<file path="config.mk">
export PLATFORM = sky130hd
export DESIGN_NAME = conv2d_filter_out_scheduler
export DESIGN_NICKNAME = d
export VERILOG_FILES = /design/src/rtl/conv2d_filter_out_scheduler_pkg.sv /design/src/rtl/conv2d_filter_out_scheduler_lane_fifo.sv /design/src/rtl/conv2d_filter_out_scheduler.sv
export SDC_FILE = /design/constraint.sdc
export NUM_CORES = 1
export LEC_CHECK = 0
export CORE_MARGIN = 3
export CORE_UTILIZATION = 40
export CTS_BUF_LIST = sky130_fd_sc_hd__clkbuf_8
export CTS_CLUSTER_SIZE = 10
export DETAILED_ROUTE_END_ITERATION = 7
export PLACE_DENSITY = 0.57
export SYNTH_ARGS = -nofsm -noshare
export SYNTH_HDL_FRONTEND = slang
export SYNTH_SLANG_ARGS = --single-unit
</file>
<file path="constraint.sdc">
create_clock -name clock -period 26.2 [get_ports clock]
set_input_delay 2.62 -clock clock [delete_from_list [all_inputs] [get_ports clock]]
set_output_delay 2.62 -clock clock [all_outputs]
set_load 0.03 [all_outputs]
</file>
<file path="src/rtl/conv2d_filter_out_scheduler_pkg.sv">
// Shared definitions for the conv2d_1 output scheduler.
//   state_e    : scheduler FSM encoding (IDLE, RUN, DONE)
//   idx_width  : bit width of a lane index for n lanes
//   cnt_width  : bit width of a counter that must reach 'total'
package conv2d_filter_out_scheduler_pkg;

  localparam int unsigned DWIDTH_DEFAULT = 32;

  typedef enum logic [1:0] {
    ST_IDLE = 2'd0,
    ST_RUN  = 2'd1,
    ST_DONE = 2'd2
  } state_e;

  function automatic int unsigned idx_width(input int unsigned n);
    return (n > 1) ? $clog2(n) : 1;
  endfunction

  function automatic int unsigned cnt_width(input int unsigned total);
    return $clog2(total + 1);
  endfunction

endpackage

</file>
<file path="src/rtl/conv2d_filter_out_scheduler_lane_fifo.sv">
// Per-lane result buffer: DEPTH-word synchronous FIFO with occupancy count.
//   clear        : synchronous flush (pointers and count to zero)
//   push / wdata : write a word (caller guarantees count < DEPTH)
//   pop          : retire the head word (caller guarantees count > 0)
//   head         : word at the read pointer
//   count        : current occupancy, 0..DEPTH
module conv2d_filter_out_scheduler_lane_fifo
  import conv2d_filter_out_scheduler_pkg::*;
#(
  parameter int unsigned DWIDTH = DWIDTH_DEFAULT,
  parameter int unsigned DEPTH  = 4
) (
  input  logic                       clock,
  input  logic                       reset,
  input  logic                       clear,
  input  logic                       push,
  input  logic                       pop,
  input  logic [DWIDTH-1:0]          wdata,
  output logic [DWIDTH-1:0]          head,
  output logic [$clog2(DEPTH+1)-1:0] count
);

  localparam int unsigned AW = $clog2(DEPTH);
  localparam int unsigned CW = $clog2(DEPTH + 1);

  logic [DWIDTH-1:0] mem_q [DEPTH];
  logic [DWIDTH-1:0] mem_d [DEPTH];
  logic [AW-1:0]     wr_ptr_q, wr_ptr_d;
  logic [AW-1:0]     rd_ptr_q, rd_ptr_d;
  logic [CW-1:0]     count_q, count_d;

  // Next-state: pointers wrap naturally because DEPTH is a power of two.
  always_comb begin
    mem_d    = mem_q;
    wr_ptr_d = wr_ptr_q;
    rd_ptr_d = rd_ptr_q;
    count_d  = count_q;
    if (clear) begin
      wr_ptr_d = '0;
      rd_ptr_d = '0;
      count_d  = '0;
    end else begin
      if (push) begin
        mem_d[wr_ptr_q] = wdata;
        wr_ptr_d        = wr_ptr_q + AW'(1);
      end
      if (pop) begin
        rd_ptr_d = rd_ptr_q + AW'(1);
      end
      case ({push, pop})
        2'b10:   count_d = count_q + CW'(1);
        2'b01:   count_d = count_q - CW'(1);
        default: count_d = count_q;
      endcase
    end
  end

  always_ff @(posedge clock or posedge reset) begin
    if (reset) begin
      for (int i = 0; i < int'(DEPTH); i++) mem_q[i] <= '0;
      wr_ptr_q <= '0;
      rd_ptr_q <= '0;
      count_q  <= '0;
    end else begin
      mem_q    <= mem_d;
      wr_ptr_q <= wr_ptr_d;
      rd_ptr_q <= rd_ptr_d;
      count_q  <= count_d;
    end
  end

  assign head  = mem_q[rd_ptr_q];
  assign count = count_q;

endmodule

</file>
<file path="src/rtl/conv2d_filter_out_scheduler.sv">
// Output scheduler for the conv2d_1 feature-map stage.
// Buffers each filter core's results in its own lane and drains the lanes in
// strict filter order into one downstream write FIFO, one feature map per start.
//   start            : begin a feature map (IDLE only)
//   in_data/in_valid : per-filter result words, lane i at [i*DWIDTH +: DWIDTH]
//   hold             : per-filter stall request
//   ff_wdata/ff_wrreq: downstream write port, blocked by ff_full
//   busy/done        : map in progress / one-cycle completion pulse
//   overflow         : sticky, a word arrived for a full lane
module conv2d_filter_out_scheduler
  import conv2d_filter_out_scheduler_pkg::*;
#(
  parameter int unsigned DWIDTH      = DWIDTH_DEFAULT,
  parameter int unsigned NUM_FILTERS = 4,
  parameter int unsigned DEPTH       = 4,
  parameter int unsigned SLACK       = 2,
  parameter int unsigned PIXELS      = 900
) (
  input  logic                            clock,
  input  logic                            reset,
  input  logic                            start,
  input  logic [NUM_FILTERS*DWIDTH-1:0]   in_data,
  input  logic [NUM_FILTERS-1:0]          in_valid,
  output logic [NUM_FILTERS-1:0]          hold,
  output logic [DWIDTH-1:0]               ff_wdata,
  output logic                            ff_wrreq,
  input  logic                            ff_full,
  output logic                            busy,
  output logic                            done,
  output logic                            overflow
);

  localparam int unsigned TOTAL = PIXELS * NUM_FILTERS;
  localparam int unsigned PW    = idx_width(NUM_FILTERS);
  localparam int unsigned CW    = cnt_width(TOTAL);
  localparam int unsigned LCW   = $clog2(DEPTH + 1);

  state_e            state_q, state_d;
  logic [PW-1:0]     ptr_q, ptr_d;
  logic [CW-1:0]     wcnt_q, wcnt_d;
  logic              ovf_q, ovf_d;
  logic [DWIDTH-1:0] wdata_q, wdata_d;

  logic                   run;
  logic                   clear;
  logic [NUM_FILTERS-1:0] push;
  logic [NUM_FILTERS-1:0] pop;
  logic [NUM_FILTERS-1:0] lane_full;
  logic [DWIDTH-1:0]      head   [NUM_FILTERS];
  logic [LCW-1:0]         lcount [NUM_FILTERS];

  assign run   = (state_q == ST_RUN);
  assign clear = (state_q == ST_IDLE) && start;

  // One buffer per filter core; only the pointer lane is ever popped.
  for (genvar g = 0; g < int'(NUM_FILTERS); g++) begin : g_lane
    assign lane_full[g] = (lcount[g] == LCW'(DEPTH));
    assign push[g]      = run && in_valid[g] && !lane_full[g];
    assign pop[g]       = ff_wrreq && (ptr_q == PW'(g));
    assign hold[g]      = !run || (lcount[g] >= LCW'(DEPTH - SLACK));

    conv2d_filter_out_scheduler_lane_fifo #(
      .DWIDTH (DWIDTH),
      .DEPTH  (DEPTH)
    ) u_lane (
      .clock (clock),
      .reset (reset),
      .clear (clear),
      .push  (push[g]),
      .pop   (pop[g]),
      .wdata (in_data[g*DWIDTH +: DWIDTH]),
      .head  (head[g]),
      .count (lcount[g])
    );
  end

  // Write only from the pointer lane; an empty pointer lane stalls the stream.
  assign ff_wrreq = run && !ff_full && (lcount[ptr_q] != '0);
  assign ff_wdata = ff_wrreq ? head[ptr_q] : wdata_q;

  assign busy     = (state_q != ST_IDLE);
  assign done     = (state_q == ST_DONE);
  assign overflow = ovf_q;

  // FSM, round-robin pointer, write counter and last-word hold.
  always_comb begin
    state_d = state_q;
    ptr_d   = ptr_q;
    wcnt_d  = wcnt_q;
    wdata_d = wdata_q;
    ovf_d   = ovf_q || (run && |(in_valid & lane_full));
    case (state_q)
      ST_IDLE: begin
        if (start) begin
          state_d = ST_RUN;
          ptr_d   = '0;
          wcnt_d  = '0;
        end
      end
      ST_RUN: begin
        if (ff_wrreq) begin
          wdata_d = head[ptr_q];
          ptr_d   = (ptr_q == PW'(NUM_FILTERS - 1)) ? '0 : ptr_q + PW'(1);
          wcnt_d  = wcnt_q + CW'(1);
          // Terminal count ends the map on the same edge as the last write.
          if (wcnt_q == CW'(TOTAL - 1)) state_d = ST_DONE;
        end
      end
      ST_DONE: state_d = ST_IDLE;
      default: state_d = ST_IDLE;
    endcase
  end

  always_ff @(posedge clock or posedge reset) begin
    if (reset) begin
      state_q <= ST_IDLE;
      ptr_q   <= '0;
      wcnt_q  <= '0;
      wdata_q <= '0;
      ovf_q   <= 1'b0;
    end else begin
      state_q <= state_d;
      ptr_q   <= ptr_d;
      wcnt_q  <= wcnt_d;
      wdata_q <= wdata_d;
      ovf_q   <= ovf_d;
    end
  end

endmodule

</file>
### Word level (Yosys, flattened, before mapping)

Index checks and enable logic that the tools add are counted.

| operators by class | value |
|---|---|
| add/sub/neg operators | 18 |
| multiply operators | 0 |
| div/mod/pow operators | 0 |
| order comparisons | 17 |
| equal/unequal tests | 21 |
| shift-type cells | 0 |
| mux-type cells | 66 |
| bitwise operators | 11 |
| reduce and logical (&&, ||, !) cells | 55 |

Operators with widths:

| kind | number |
|---|---|
| $bwmux 128 | 4 |
| $mux 32 | 15 |
| $bmux 32 s2 | 5 |
| $demux 32 s2 | 4 |
| $mux 2 | 22 |
| $ge 3x3->1 const B | 9 |
| $not 2->3 | 9 |
| $mux 12 | 2 |
| $pmux 12 s2 | 1 |
| $pmux 3 s2 | 4 |
| $logic_and 1x1->1 | 20 |
| $reduce_bool 2->1 | 10 |
| $add 2x1->2 const B | 9 |
| $mux 3 | 6 |
| $reduce_bool 3->1 | 5 |
| $eq 2x2->1 const B | 7 |
| $add 12x1->12 const B | 1 |
| $add 3x1->3 const B | 4 |
| $eq 12x12->1 const B | 1 |
| $eq 2x1->1 const B | 6 |
| $eq 3x3->1 const B | 4 |
| $ge 3x2->1 const B | 4 |
| $lt 3x1->1 const B | 4 |
| $sub 3x1->3 const B | 4 |
| other kinds (12) | 28 |

| word-level totals | value |
|---|---|
| flip-flop bits (word level) | 589 |
| bits in latches | 0 |
| bits in writable memories | 0 |
| bits in read-only memories | 0 |
| input port bits | 136 |
| output and inout port bits | 40 |
| memories kept | 0 |

### Depth between registers and ports, before layout

Gate-level depths: netlist of run 1.

| logic depth | value |
|---|---|
| depth in word-level cells | 10 |
| mapped depth | 11 |

### Hierarchy

Synthesis of run 1 repeated with hierarchy kept, for this count alone.

| second synthesis, totals | value |
|---|---|
| cells, all modules | 1680 |
| area total of the unflattened synthesis | 28811.4 sq um |

Modules (own cells, without submodules):

| module | times used | cells each | area each (sq um) | seq. area each (sq um) |
|---|---|---|---|---|
| conv2d_filter_out_scheduler_lane_fifo | 4 | 350 | 6263.5 | 3378.2 |
| conv2d_filter_out_scheduler | 1 | 280 | 3757.4 | 1226.2 |

### Least setup slack after synthesis of run 1

No wires, ideal clock.

| timing | value |
|---|---|
| kind | input -> output |
| start point | input port ff_full |
| end point | output port ff_wdata[3] |
| data arrival time | 4.400 ns |
| slack | 19.180 ns |
| stages on the path | 7 |
| buffers on the path | 2 |
| cell sequence | or3b_4 nor4_4 nor2_4 inv_2 buf_12 buf_12 mux2_1 |

| on the way | value |
|---|---|
| longest elaborated chain between the ends | 4 |

RTL lines:

| element | line | text |
|---|---|---|
| start, declared | conv2d_filter_out_scheduler.sv:27 | `input logic ff_full,` |
| $logic_not 1->1 | conv2d_filter_out_scheduler.sv:78 | `assign ff_wrreq = run && !ff_full && (lcount[ptr_q] != '0);` |
| $logic_and 1x1->1 (2 in a row) | conv2d_filter_out_scheduler.sv:78 |  |
| $mux 32 | -- |  |
| end, declared | conv2d_filter_out_scheduler.sv:25 | `output logic [DWIDTH-1:0] ff_wdata,` |

Every way passes these cells.

### Final worst setup path of run 1

| timing | value |
|---|---|
| start point | input port ff_full |
| end point | output port ff_wdata[25] |

Same word-level chain as after synthesis.

==> metrics.txt, run 1 <==
layout cells sized above 1=0.4709; remaining global-route overflow=0; syn_area_per_cell=16.26 um2; Post-CTS Setup Inserts=0; LEAKAGE=13.42 nW; WS Path Type=in2out; Inserted Clock Buffers=100; first-pass GRT wire length=107400 um; Hold Vio Cnt, Final=0; CP Capture Point=ff_wdata[25]; Avg WL per Cell=24.96 um; post-synth top area share=0.5447; most used cell along the critical path=clkdlybuf4s50_1; R2R Setup Slk=22.10 ns; CP Capture Type=primary output; Die Wd=266.1 um; largest net degree at the start of global routing=178; slowest cell on the critical path=nor4_4; Hold WC Path Type=reg2reg; Synth Instances=between 1500 and 2000; Worst Reg-to-Reg Cells=11; CTS tree=built; area of the core=between 0.06 and 0.07 mm2; worst setup path startpoint=ff_full; fin. max-slew vios=0; main combinational cell family by area after synthesis=multiplexers; DP Cell Count=2632; CP max FO=38; Routed Antenna Nets=0; Port Buffer Count=175; Worst-path clk slew=about 0.060 ns; reg-to-reg endpoint=g_lane[1].u_lane.count[2]; Async SR Flop Fraction=1.000; hold depth=1; Layout Nets=roughly 2000; vias in the first global route=approximately 17000; predominant post-synthesis flop cell=dfrtp_1; worst r2r src=ptr_q[1]; ranking of synthesized cells by area=dfrtp_1, mux2_2, mux4_2; Clock Tree Buf Depth=3; area share of and/or/nand/nor cells after synthesis=0.02173; WP data required=23.58 ns; hpwl dp=43840 um; pre-CTS setup slack=around 17 ns; Post-route DRC=0; htree depth=3; Fillers=5759; worst slew pin tran=1.185 ns; mux share of post-synthesis cell area=0.3819; post-synth top area cell=dfrtp_1; Post-Syn Nets=between 1500 and 2000; commonest non-fill, non-tap cell in the layout=dfrtp_1; Unique masters post-synth=45; Placer Congestion=0.7647; Worst Path Arrival=6.55 ns; Sink Count=between 500 and 600; unrepaired setup endpoints after global routing=false; Adder-Cell Fraction of Synth Area=0.01267; area grow syn2layout=17.01%; Crit path largest cell delay=0.80 ns; CP Cell Sequence=clkdlybuf4s50_1 -> or3b_4 -> nor4_4 -> nor2_4 -> clkinv_2 -> buf_4 -> mux2_2 -> clkdlybuf4s50_1; clk_lat worst skew=0.70 ns; Slew Limit Headroom=0.2070; Max Cap Viol=0; Max Clock Skew=0.02821 ns; Cell Area, Placed=0.02970 mm2; GRT Total Usage=0.2025; register area share after synthesis=0.5447; most frequent cells in the layout=dfrtp_1, mux2_2, clkdlybuf4s50_1; DRT iter0 DRCs=around 840; Compound-Gate Fraction of Synth Area=0.009572; final setup fails=0; Finished Cell Area=0.03166 mm2; Tcrit/Tclk final=0.3499; Die Footprint=0.07080 mm2; Placement Rows=94; Die Height=266.1 um; post-synthesis xor/xnor area fraction=0.006797; hold buffers post-CTS=0; initial antenna violation count=8; vias per cell=between 5 and 6; Post-Synthesis Cell Area=between 0.02 and 0.03 mm2; Setup TNS Final=0 ns; drt first pass iters=5; CTS root buf=clkbuf_8; min Tclk post-route=slightly above 9 ns; YS warnings=0; via count=15316; status=completed; worst setup margin=around 17 ns; initial core utilization=0.4079; Fmax=109.1 MHz; Synth Register Bits=roughly 590; CP Launch Type=primary input; Ports=about 180; IR drop worst, VDD=roughly 0.084 mV; Post-synth EDFFs=0; Power per Cell Area=between 100 and 150 mW/mm2; total detailed-routing wirelength=70080 um; post-cts resize count=0; Hold WS=0.4736 ns; non-filler cells, final=2808
[critical path, delay by kind of cell]
family	cells	cell delay [ns]
buffers and inverters	4	2.12
AND/OR/NAND/NOR	3	1.33
multiplexers	1	0.41
[metrics by stage]
stage | total power [mW] | utilization
2_1_floorplan | 3.069 | -
3_3_place_gp | 3.591 | 0.4478
3_5_place_dp | 3.664 | 0.4478
4_1_cts | 4.492 | 0.4772
5_1_grt | 4.695 | 0.4773
6_report | 4.425 | 0.4773
[layout make-up]
type                    instances  area, um2  area share
flip-flops and latches        589      14750      0.4658
multi-input cells             949      11760      0.3713
repair buffers                208       2024     0.06394
clock buffers                 122       1679     0.05303
well taps                     864       1081     0.03414
clock inverters                51      271.5    0.008575
inverters                      22      91.34    0.002885
diodes                          3      7.507   0.0002371
[cell usage after synthesis, drive strengths merged (2+ instances only)]
master and number:
nor4b 3, fa 4, and2 2, or2 4, mux2i 16, o31ai 4, nand3 7, clkbuf 27
nor2 31, nand4 3, buf 77, dfrtp 589, a21o 6, o21ai 12, xor2 21, and3 4
mux4 160, nor4 6, a211oi 3, ha 21, nor3 5, mux2 576, or3 4, nor2b 3
inv 21, nand2 40, o2111ai 4, o211ai 5
[per-layer routing]
layer,part of all wire,vias up,track usage
li1,-,6643,-
met1,0.44,8269,0.2666
met2,0.50,280,0.3395
met3,0.044,114,0.04469
met4,0.023,10,0.05691
met5,0.00093,-,0
[report_power, final]
group / switching [mW] / internal, mW
clock: 0.371 / 0.437
combinational: 0.852 / 1.12
sequential: 0.273 / 1.38
[logic make-up (layout without fill, tap and decap cells)]
group | Yosys count | count (layout)
DFF | 589 | 589
AOI/OAI and AO/OA | 36 | 36
buffers and inverters | 126 | 403
and+or+nand+nor | 115 | 115
xor gates and xnor gates | 21 | 21
muxes | 752 | 752
other | 0 | 3
adders and majority gates | 25 | 25
[flip-flops by register name, summed over array words and instances (netlist names)]
register / flops
wdata_q: 32
g_lane.u_lane.wr_ptr_q: 8
g_lane.u_lane.rd_ptr_q: 8
g_lane.u_lane.mem_q: 512
state_q: 2
g_lane.u_lane.count: 12
overflow: 1
ptr_q: 2
wcnt_q: 12
[worst min path at each step]
stage,start,end
after global placement,overflow,overflow
after global routing,overflow,overflow
after detailed placement,overflow,overflow
after CTS,overflow,overflow
after floorplan,wdata_q[0],wdata_q[0]
final,overflow,overflow
No activity file was read; power rests on OpenSTA's default activity.
==> inputs of run 2 (changes only) <==
==> constraint.sdc (replaced) <==
create_clock -name clock -period 9.45 [get_ports clock]
set_input_delay 0.945 -clock clock [delete_from_list [all_inputs] [get_ports clock]]
set_output_delay 0.945 -clock clock [all_outputs]
set_load 0.03 [all_outputs]
==> run 2 against run 1 <==
  * Hold slack improved by 0.0071 ns
  * Count of clock-buffer cells in the layout up 21
  * Sequential share of layout area down 0.38 points
  * Via count about the same
  * Core utilization is 0.43 points higher
  * Clock skew rose by 0.0065 ns
  * Global-route usage is 0.13 points lower
  * Critical path type unchanged
  * First-iteration DRC count is 3.9% higher
  * Final cell count is 0.61% higher
  * Sequential power rose to 2.9 times the previous value
==> metrics.txt, run 2 (synthesis gave the netlist of run 1 again) <==
delay-heaviest family, CP=buffers and inverters (unchanged); Fillers=5710 (was 5759); Slew Limit Headroom=0.2413 (was 0.2070); Post-route DRC=0 (unchanged); Logic pwr share=0.422 (was 0.445); fin. max-slew vios=0 (unchanged); total detailed-routing wirelength=69270 um (was 70080 um); Clock Tree Buf Depth=3 (unchanged); Routed Antenna Nets=0 (unchanged); Cell Area, Placed=0.02968 mm2 (was 0.02970 mm2); Die Wd=266.1 um (unchanged); Worst Path Arrival=4.88 ns (was 6.55 ns); Inserted Clock Buffers=103 (was 100); min Tclk post-route=5.828 ns; Hold Vio Cnt, Final=0 (unchanged); Placer Congestion=0.7233 (was 0.7647); largest reg by FF count=g_lane.u_lane.mem_q (unchanged); final setup fails=0 (unchanged); status=completed (unchanged); drt first pass iters=6 (was 5); worst setup margin=3.622 ns (was 17.03 ns); Max Cap Viol=0 (unchanged); Post-CTS Setup Inserts=0 (unchanged); Setup TNS Final=0 ns (unchanged); most frequent cells in the layout=dfrtp_1, mux2_2, clkdlybuf4s50_1 (unchanged); most used cell along the critical path=clkdlybuf4s50_1 (unchanged); WP data required=8.51 ns (was 23.58 ns); Hold Crit Start=wdata_q[2] (was overflow); worst r2r src=ptr_q[1] (unchanged); initial antenna violation count=13 (was 8); Power per Cell Area=390.4 mW/mm2 (was 139.8 mW/mm2); sequential share of power=0.379 (was 0.373); Sink Count=589 (unchanged); Tot Pwr=12.47 mW (was 4.425 mW); Ports=176 (unchanged); GRT Total Usage=0.2012 (was 0.2025); P_sw=4.172 mW (was 1.496 mW); clk_lat worst skew=0.70 ns (about the same); first-pass GRT wire length=106100 um (was 107400 um); worst slew pin tran=1.134 ns (was 1.185 ns); WS Path Type=in2out (unchanged); CP Capture Type=primary output (unchanged); top flop regs=g_lane.u_lane.mem_q: 512 flops, wdata_q: 32 flops (unchanged); Placement Rows=94 (unchanged); CTS tree=built (unchanged); critical path buffer and inverter count=4 (unchanged); htree depth=3 (unchanged); Switching Fraction=0.3345 (was 0.3381); Tcrit/Tclk final=0.6168; Internal=8.299 mW (was 2.929 mW); CP max FO=36 (was 38); Hold WC Path Type=reg2reg (unchanged); Hold WS=0.4806 ns (was 0.4736 ns); hpwl dp=41680 um (was 43840 um); Avg WL per Cell=24.52 um (was 24.96 um); Layout Nets=2029 (was 2031); Finished Cell Area=0.03195 mm2 (was 0.03166 mm2); Port Buffer Count=175 (unchanged); vias per cell=5.417 (was 5.454); max FFs per register=512 (unchanged); hold buffers post-CTS=0 (unchanged); CTS root buf=clkbuf_8 (unchanged); worst setup path startpoint=ff_full (unchanged); Fmax=between 150 and 200 MHz; DRT iter0 DRCs=874 (was 841); slowest cell on the critical path=nor4_4 (unchanged); remaining global-route overflow=0 (unchanged); vias in the first global route=16896 (was 16945); CP Cell Sequence=clkdlybuf4s50_1 -> or3b_4 -> nor4_4 -> nor2_4 -> inv_4 -> buf_4 -> mux2_1 -> clkdlybuf4s50_1 (was clkdlybuf4s50_1 -> or3b_4 -> nor4_4 -> nor2_4 -> clkinv_2 -> buf_4 -> mux2_2 -> clkdlybuf4s50_1); via count=15304 (was 15316); Crit path largest cell delay=0.79 ns (was 0.80 ns); clock network power share=0.199 (was 0.183); CP Launch Type=primary input (unchanged); area grow syn2layout=18.07% (was 17.01%); commonest non-fill, non-tap cell in the layout=dfrtp_1 (unchanged); area of the core=0.06633 mm2 (unchanged); initial core utilization=0.4079 (unchanged); post-cts resize count=0 (unchanged); Die Height=266.1 um (unchanged); LEAKAGE=13.52 nW (was 13.42 nW); layout cells sized above 1=0.4775 (was 0.4709); largest net degree at the start of global routing=180 (was 178); Max Clock Skew=0.03470 ns (was 0.02821 ns); unrepaired setup endpoints after global routing=false (unchanged); IR drop worst, VDD=0.2026 mV (was 0.08421 mV); Worst-path clk slew=0.05 ns (was 0.06 ns); pre-CTS setup slack=3.612 ns (was 16.98 ns); Die Footprint=0.07080 mm2 (unchanged)
run 2: cell count changes in the layout (fill, tap and decap cells not counted), sizes merged:
| cell | change |
|---|---|
| clkbuf | +21 |
| clkinv | -1 |
| inv | -5 |
| diode | +6 |
| buf | -5 |
| clkinvlp | +1 |
run 2: final cells by class:
class                      instances  area (um2)  share of cell area
sequential                       589       14760              0.4620
clock inverter                    46       280.3            0.008773
inverter                          22       90.09            0.002820
timing repair buffer             203        1999             0.06259
antenna                            9       22.52           0.0007050
multi-input combinational        949       11750              0.3677
tap                              864        1081             0.03384
clock buffer                     143        1968             0.06161
run 2: final timing paths:
check,slack [ns],to,cells after the start
max,3.62,ff_wdata[2],8
min,0.48,wdata_q[2],1
max reg2reg,5.33,g_lane[1].u_lane.count[2],11
min reg2reg,0.48,wdata_q[2],1
max in group asynchronous,6.92,wdata_q[10],4
min in group asynchronous,0.85,wdata_q[5],3
run 2: metal layers:
metal  part of all wire  track usage
met1               0.44       0.2705
met5            0.00068            0
met4              0.025      0.06061
met3              0.038      0.04063
met2               0.49       0.3321
run 2: power groups by stage:
stage	sequential, mW	clock [mW]	combinational, mW
CTS	4.74	2.56	5.35
global route	4.92	2.69	5.64
detailed placement	4.78	0	5.34
floorplan	4.28	0	4.23
global placement	4.69	0	5.21
finish	4.73	2.48	5.26
run 2: per-stage QoR:
stage	instances	utilization
global placement	2627	0.4474
finish	2825	0.4816
floorplan	1664	-
global route	2820	0.4814
detailed placement	2627	0.4474
CTS	2816	0.4813
run 2: worst register-to-register path: stages, from the launching register on:
cell and delay [ns]:
dfrtp_1 0.49, clkinv_2 0.11, buf_4 0.67, ha_1 0.29, or4bb_1 0.50, nor4_1 0.47, nor2_1 0.21, or2_2 0.34
fa_1 0.44, o21ai_0 0.09, a2bb2oi_1 0.23, mux2i_1 0.20
==> patch 1, RTL diff (flow settings as in run 1) <==
Put one more register stage on the output `overflow`, with the module's reset. The value now appears one clock later. The other outputs are not delayed to match.
--- a/src/rtl/conv2d_filter_out_scheduler.sv
+++ b/src/rtl/conv2d_filter_out_scheduler.sv
@@ -82,3 +82,9 @@
   assign done     = (state_q == ST_DONE);
-  assign overflow = ovf_q;
+  always_ff @(posedge clock or posedge reset) begin
+    if (reset) begin
+      overflow <= '0;
+    end else begin
+      overflow <= ovf_q;
+    end
+  end
 
Function: not settled (the Yosys comparison gave no result); the edit may change what the design does.
==> patch 1 against run 1 <==
- setup slack better by 0.52 ns
- critical path depth unchanged
- final area shrank 0.55%
- power down 1.5%
- die area is 1.4% lower
- sequential cell count increased by 1
- global-route usage up 0.35 points
- non-clock buffer count shrank 2
- combinational power decreased by 5%
- via count is 1.5% higher
- area after synthesis down 1.4%
- count of clock-buffer cells in the layout increased by 14
- wire length rose by 0.70%
- largest cell class unchanged
==> patch 1: results (changes against run 1) <==
status=finished clean (unchanged); nets@finish=2095 (was 2031); Slew HR=25.29% (was 20.70%); WHS=0.3940 ns (was 0.4736 ns); flop2flop setup slack=22.53 ns (was 22.10 ns); Filler Cell Count=5746 (was 5759); Leak=13.59 nW (was 13.42 nW); mux cell area share after synthesis=35.69% (was 38.19%); Synth Area in Adders=1.285% (was 1.267%); register share of total power=37.6% (was 37.3%); end of the critical path=ff_wdata[2] (was ff_wdata[25]); largest net degree at the start of global routing=84 (was 178); worst flop-to-flop path endpoint=g_lane[1].u_lane.count[2] (unchanged); CTS Sinks=590 (was 589); xor and xnor fraction of the mapped netlist area=0.7225% (was 0.6797%); Hold Startpoint=ovf_q (was overflow); synth top area cells=dfrtp_1 55%, mux2_2 21%, mux4_2 14% (was dfrtp_1 54%, mux2_2 22%, mux4_2 13%); clk buf depth=3 (unchanged); vias in the first global route=16970 (was 16950); Synth top cells by count=590 x dfrtp_1, 497 x mux2_2, 166 x nand2_1 (was 589 x dfrtp_1, 524 x mux2_2, 160 x mux4_2); DP Area=29360 um2 (was 29700 um2); Synth Area in Compound Gates=1.004% (was 0.9572%); global-route wire length before repair=108.2 mm (was 107.4 mm); share of cells above drive strength 1=43.52% (was 47.09%); Tot GR Track Use=20.60% (was 20.25%); routability cong.=0.7588 (was 0.7647); syn_nets=1888 (was 1825); hpwl dp=44.12 mm (was 43.84 mm); Layout Cells excl Fill=2880 (was 2808); CP arrival=6.03 ns (was 6.55 ns); Inst Count DP=2693 (was 2632); Crit Path Max Fanout=34 (was 38); drt total wl=70.57 mm (was 70.08 mm); fin crit period=8.648 ns (was 9.167 ns); initial antenna violation count=7 (was 8); clk_skew=0.02499 ns (was 0.02821 ns); slowest stage delay, CP=0.83 ns (was 0.80 ns); VDD IR-drop max=0.05342 mV (was 0.08421 mV); post-synthesis cell type count=41 (was 45); switching share of power=34.20% (was 33.81%); Via Count=15550 (was 15320); Gate Count Post-Synth=1727 (was 1664); Seq/Total Area, Yosys=55.36% (was 54.47%); Detailed Route Iter0 Violations=755 (was 841)
## patch 1: cell types whose count changed after synthesis, sizes merged, moves of 2 or more
cell | run 1 | this run
mux2 | 576 | 512
clkbuf | 27 | 29
nand2 | 40 | 166
buf | 77 | 75
## patch 1: logic make-up after synthesis
logic type / count (synthesis)
fa+ha+maj: 25
buf+inv: 126
simple gates: 240
compound gates: 37
flops: 590
xor+xnor: 22
mux: 687
## patch 1: power by group through the flow
stage / registers (mW) / logic [mW] / clock network [mW]
5_1_grt: 1.70 / 2.01 / 0.923
3_5_place_dp: 1.65 / 1.91 / 0
3_3_place_gp: 1.62 / 1.87 / 0
2_1_floorplan: 1.54 / 1.41 / 0
4_1_cts: 1.64 / 1.91 / 0.875
6_report: 1.64 / 1.87 / 0.847
## patch 1: layout make-up
cell class                      instances  area (um2)  area share, %
Tap cell                              864        1081          3.433
Inverter                               22       90.09         0.2861
Timing Repair Buffer                  206        1984          6.302
Clock buffer                          136        1872          5.945
Clock inverter                         48       245.2         0.7789
Antenna cell                            3       7.507        0.02384
Multi-Input combinational cell       1011       11430          36.31
Sequential cell                       590       14770          46.92
## patch 1: per-stage QoR
stage	total power [mW]	setup WS (ns)	util, %
3_3_place_gp	3.494	17.57	44.58
4_1_cts	4.425	17.47	47.79
2_1_floorplan	2.953	7.069	-
5_1_grt	4.632	17.33	47.80
6_report	4.359	17.55	47.81
3_5_place_dp	3.562	17.47	44.58
## patch 1: metal layers
layer  share of wire (%)  track usage, %  vias to the layer above  wire [um]
met3                 4.0           3.800                       90       2827
met5               0.088               0                        -         62
met2                  51           35.10                      285      35640
met4                 1.8           5.661                        8       1283
li1                    -               -                     6759          -
met1                  44           27.12                     8404      30750
==> patch 2, RTL diff (config.mk and constraints of run 1) <==
Made on the original files. `DEPTH` is set to 4 in 2 places; all go to 8.
--- a/src/rtl/conv2d_filter_out_scheduler_lane_fifo.sv
+++ b/src/rtl/conv2d_filter_out_scheduler_lane_fifo.sv
@@ -10,3 +10,3 @@
   parameter int unsigned DWIDTH = DWIDTH_DEFAULT,
-  parameter int unsigned DEPTH  = 4
+  parameter int unsigned DEPTH  = 8
 ) (
--- a/src/rtl/conv2d_filter_out_scheduler.sv
+++ b/src/rtl/conv2d_filter_out_scheduler.sv
@@ -14,3 +14,3 @@
   parameter int unsigned NUM_FILTERS = 4,
-  parameter int unsigned DEPTH       = 4,
+  parameter int unsigned DEPTH       = 8,
   parameter int unsigned SLACK       = 2,
Check against the original RTL: not settled (the Yosys comparison gave no result); the edit may change what the design does.
==> patch 2 against run 1 <==
- first-iteration DRC count increased by 96%
- power increased by 74%
- sequential share of layout area increased by 2.0 points
- wire length increased by 91%
- worst hold slack got worse by 0.0091 ns
- sequential cell count increased by 524
- final area increased by 81%
- non-clock buffer count increased by 32
- area after synthesis increased by 86%
- setup slack improved by 0.72 ns
- critical endpoint is now ff_wdata[16]
==> patch 2: results (changes against run 1) <==
Slew HR=22.77% (was 20.70%); CP max stage cell=clkdlybuf4s50_1 (was nor4_4); Inst Count DP=4908 (was 2632); cells on worst reg2reg path=9 (was 11); initial antenna violation count=31 (was 8); first drt pass iteration count=5 (unchanged); WL/cell=25.34 um (was 24.96 um); share of cells above drive strength 1=45.31% (was 47.09%); status=finished clean (unchanged); DP Area=53670 um2 (was 29700 um2); Tot GR Track Use=20.74% (was 20.25%); total CTS buffers=190 (was 100); end of the critical path=ff_wdata[16] (was ff_wdata[25]); met3 Usage GRT=5.009% (was 4.469%); hold path cells=2 (was 1); Gate Count Post-Synth=3258 (was 1664); M2 GR Usage=31.34% (was 33.95%); global routing usage on met1=29.39% (was 26.66%); Synth top cells by count=1113 x dfrtp_1, 993 x mux2_2, 256 x mux4_2 (was 589 x dfrtp_1, 524 x mux2_2, 160 x mux4_2); vias in the first global route=30600 (was 16950); syn_nets=3415 (was 1825); Leak=24.00 nW (was 13.42 nW); Hold Startpoint=wdata_q[30] (was overflow); Synth Area in Adders=0.5232% (was 1.267%); CP arrival=5.83 ns (was 6.55 ns); hpwl dp=80.71 mm (was 43.84 mm); global-route wire length before repair=202.4 mm (was 107.4 mm); synth top area cells=dfrtp_1 55%, mux2_2 22%, mux4_2 11% (was dfrtp_1 54%, mux2_2 22%, mux4_2 13%); slowest stage delay, CP=0.71 ns (was 0.80 ns); xor and xnor fraction of the mapped netlist area=0.3986% (was 0.6797%); Via Count=29380 (was 15320); post-synthesis cell type count=61 (was 45); VDD IR-drop max=0.08510 mV (was 0.08421 mV); WL met3=7.641 mm (was 3.110 mm); clock latency on the worst-skew pair=0.89 ns (was 0.70 ns); WHS=0.4645 ns (was 0.4736 ns); Hold Path End=wdata_q[30] (was overflow); post-CTS sizing=0 (unchanged); mux cell area share after synthesis=35.05% (was 38.19%); routability cong.=0.7534 (was 0.7647); vias per cell=5.575 (was 5.454); nets@finish=3620 (was 2031); max FFs per register=1024 (was 512); clk_skew=0.03038 ns (was 0.02821 ns); worst flop-to-flop path endpoint=g_lane[3].u_lane.count[3] (was g_lane[1].u_lane.count[2]); Synth Area in Compound Gates=3.004% (was 0.9572%)
-- patch 2: changes by cell type after synthesis, moves of 45 or more --
| cell | before | now |
|---|---|---|
| mux2_2 | 524 | 993 |
| o21ai_0 | 9 | 80 |
| buf_2 | 45 | 131 |
| dfrtp_1 | 589 | 1113 |
| o22ai_1 | 0 | 128 |
| clkbuf_1 | 27 | 72 |
| mux4_2 | 160 | 256 |
-- patch 2: power breakdown --
part | switching [mW] | total, mW | internal, mW
Combinational | 1.40 | 3.07 | 1.67
Sequential | 0.509 | 3.10 | 2.59
Clock | 0.720 | 1.52 | 0.804
Total | 2.63 | 7.69 | 5.06
-- patch 2: final cells by class --
class                   instances  area [um2]
flip-flops and latches       1113       27870
fillers                     10990       66700
clock buffers                 231        3179
diodes                         22       55.05
clock inverters               109       524.3
multi-input cells            1902       21420
repair buffers                240        2265
inverters                      16       63.81
well taps                    1637        2048
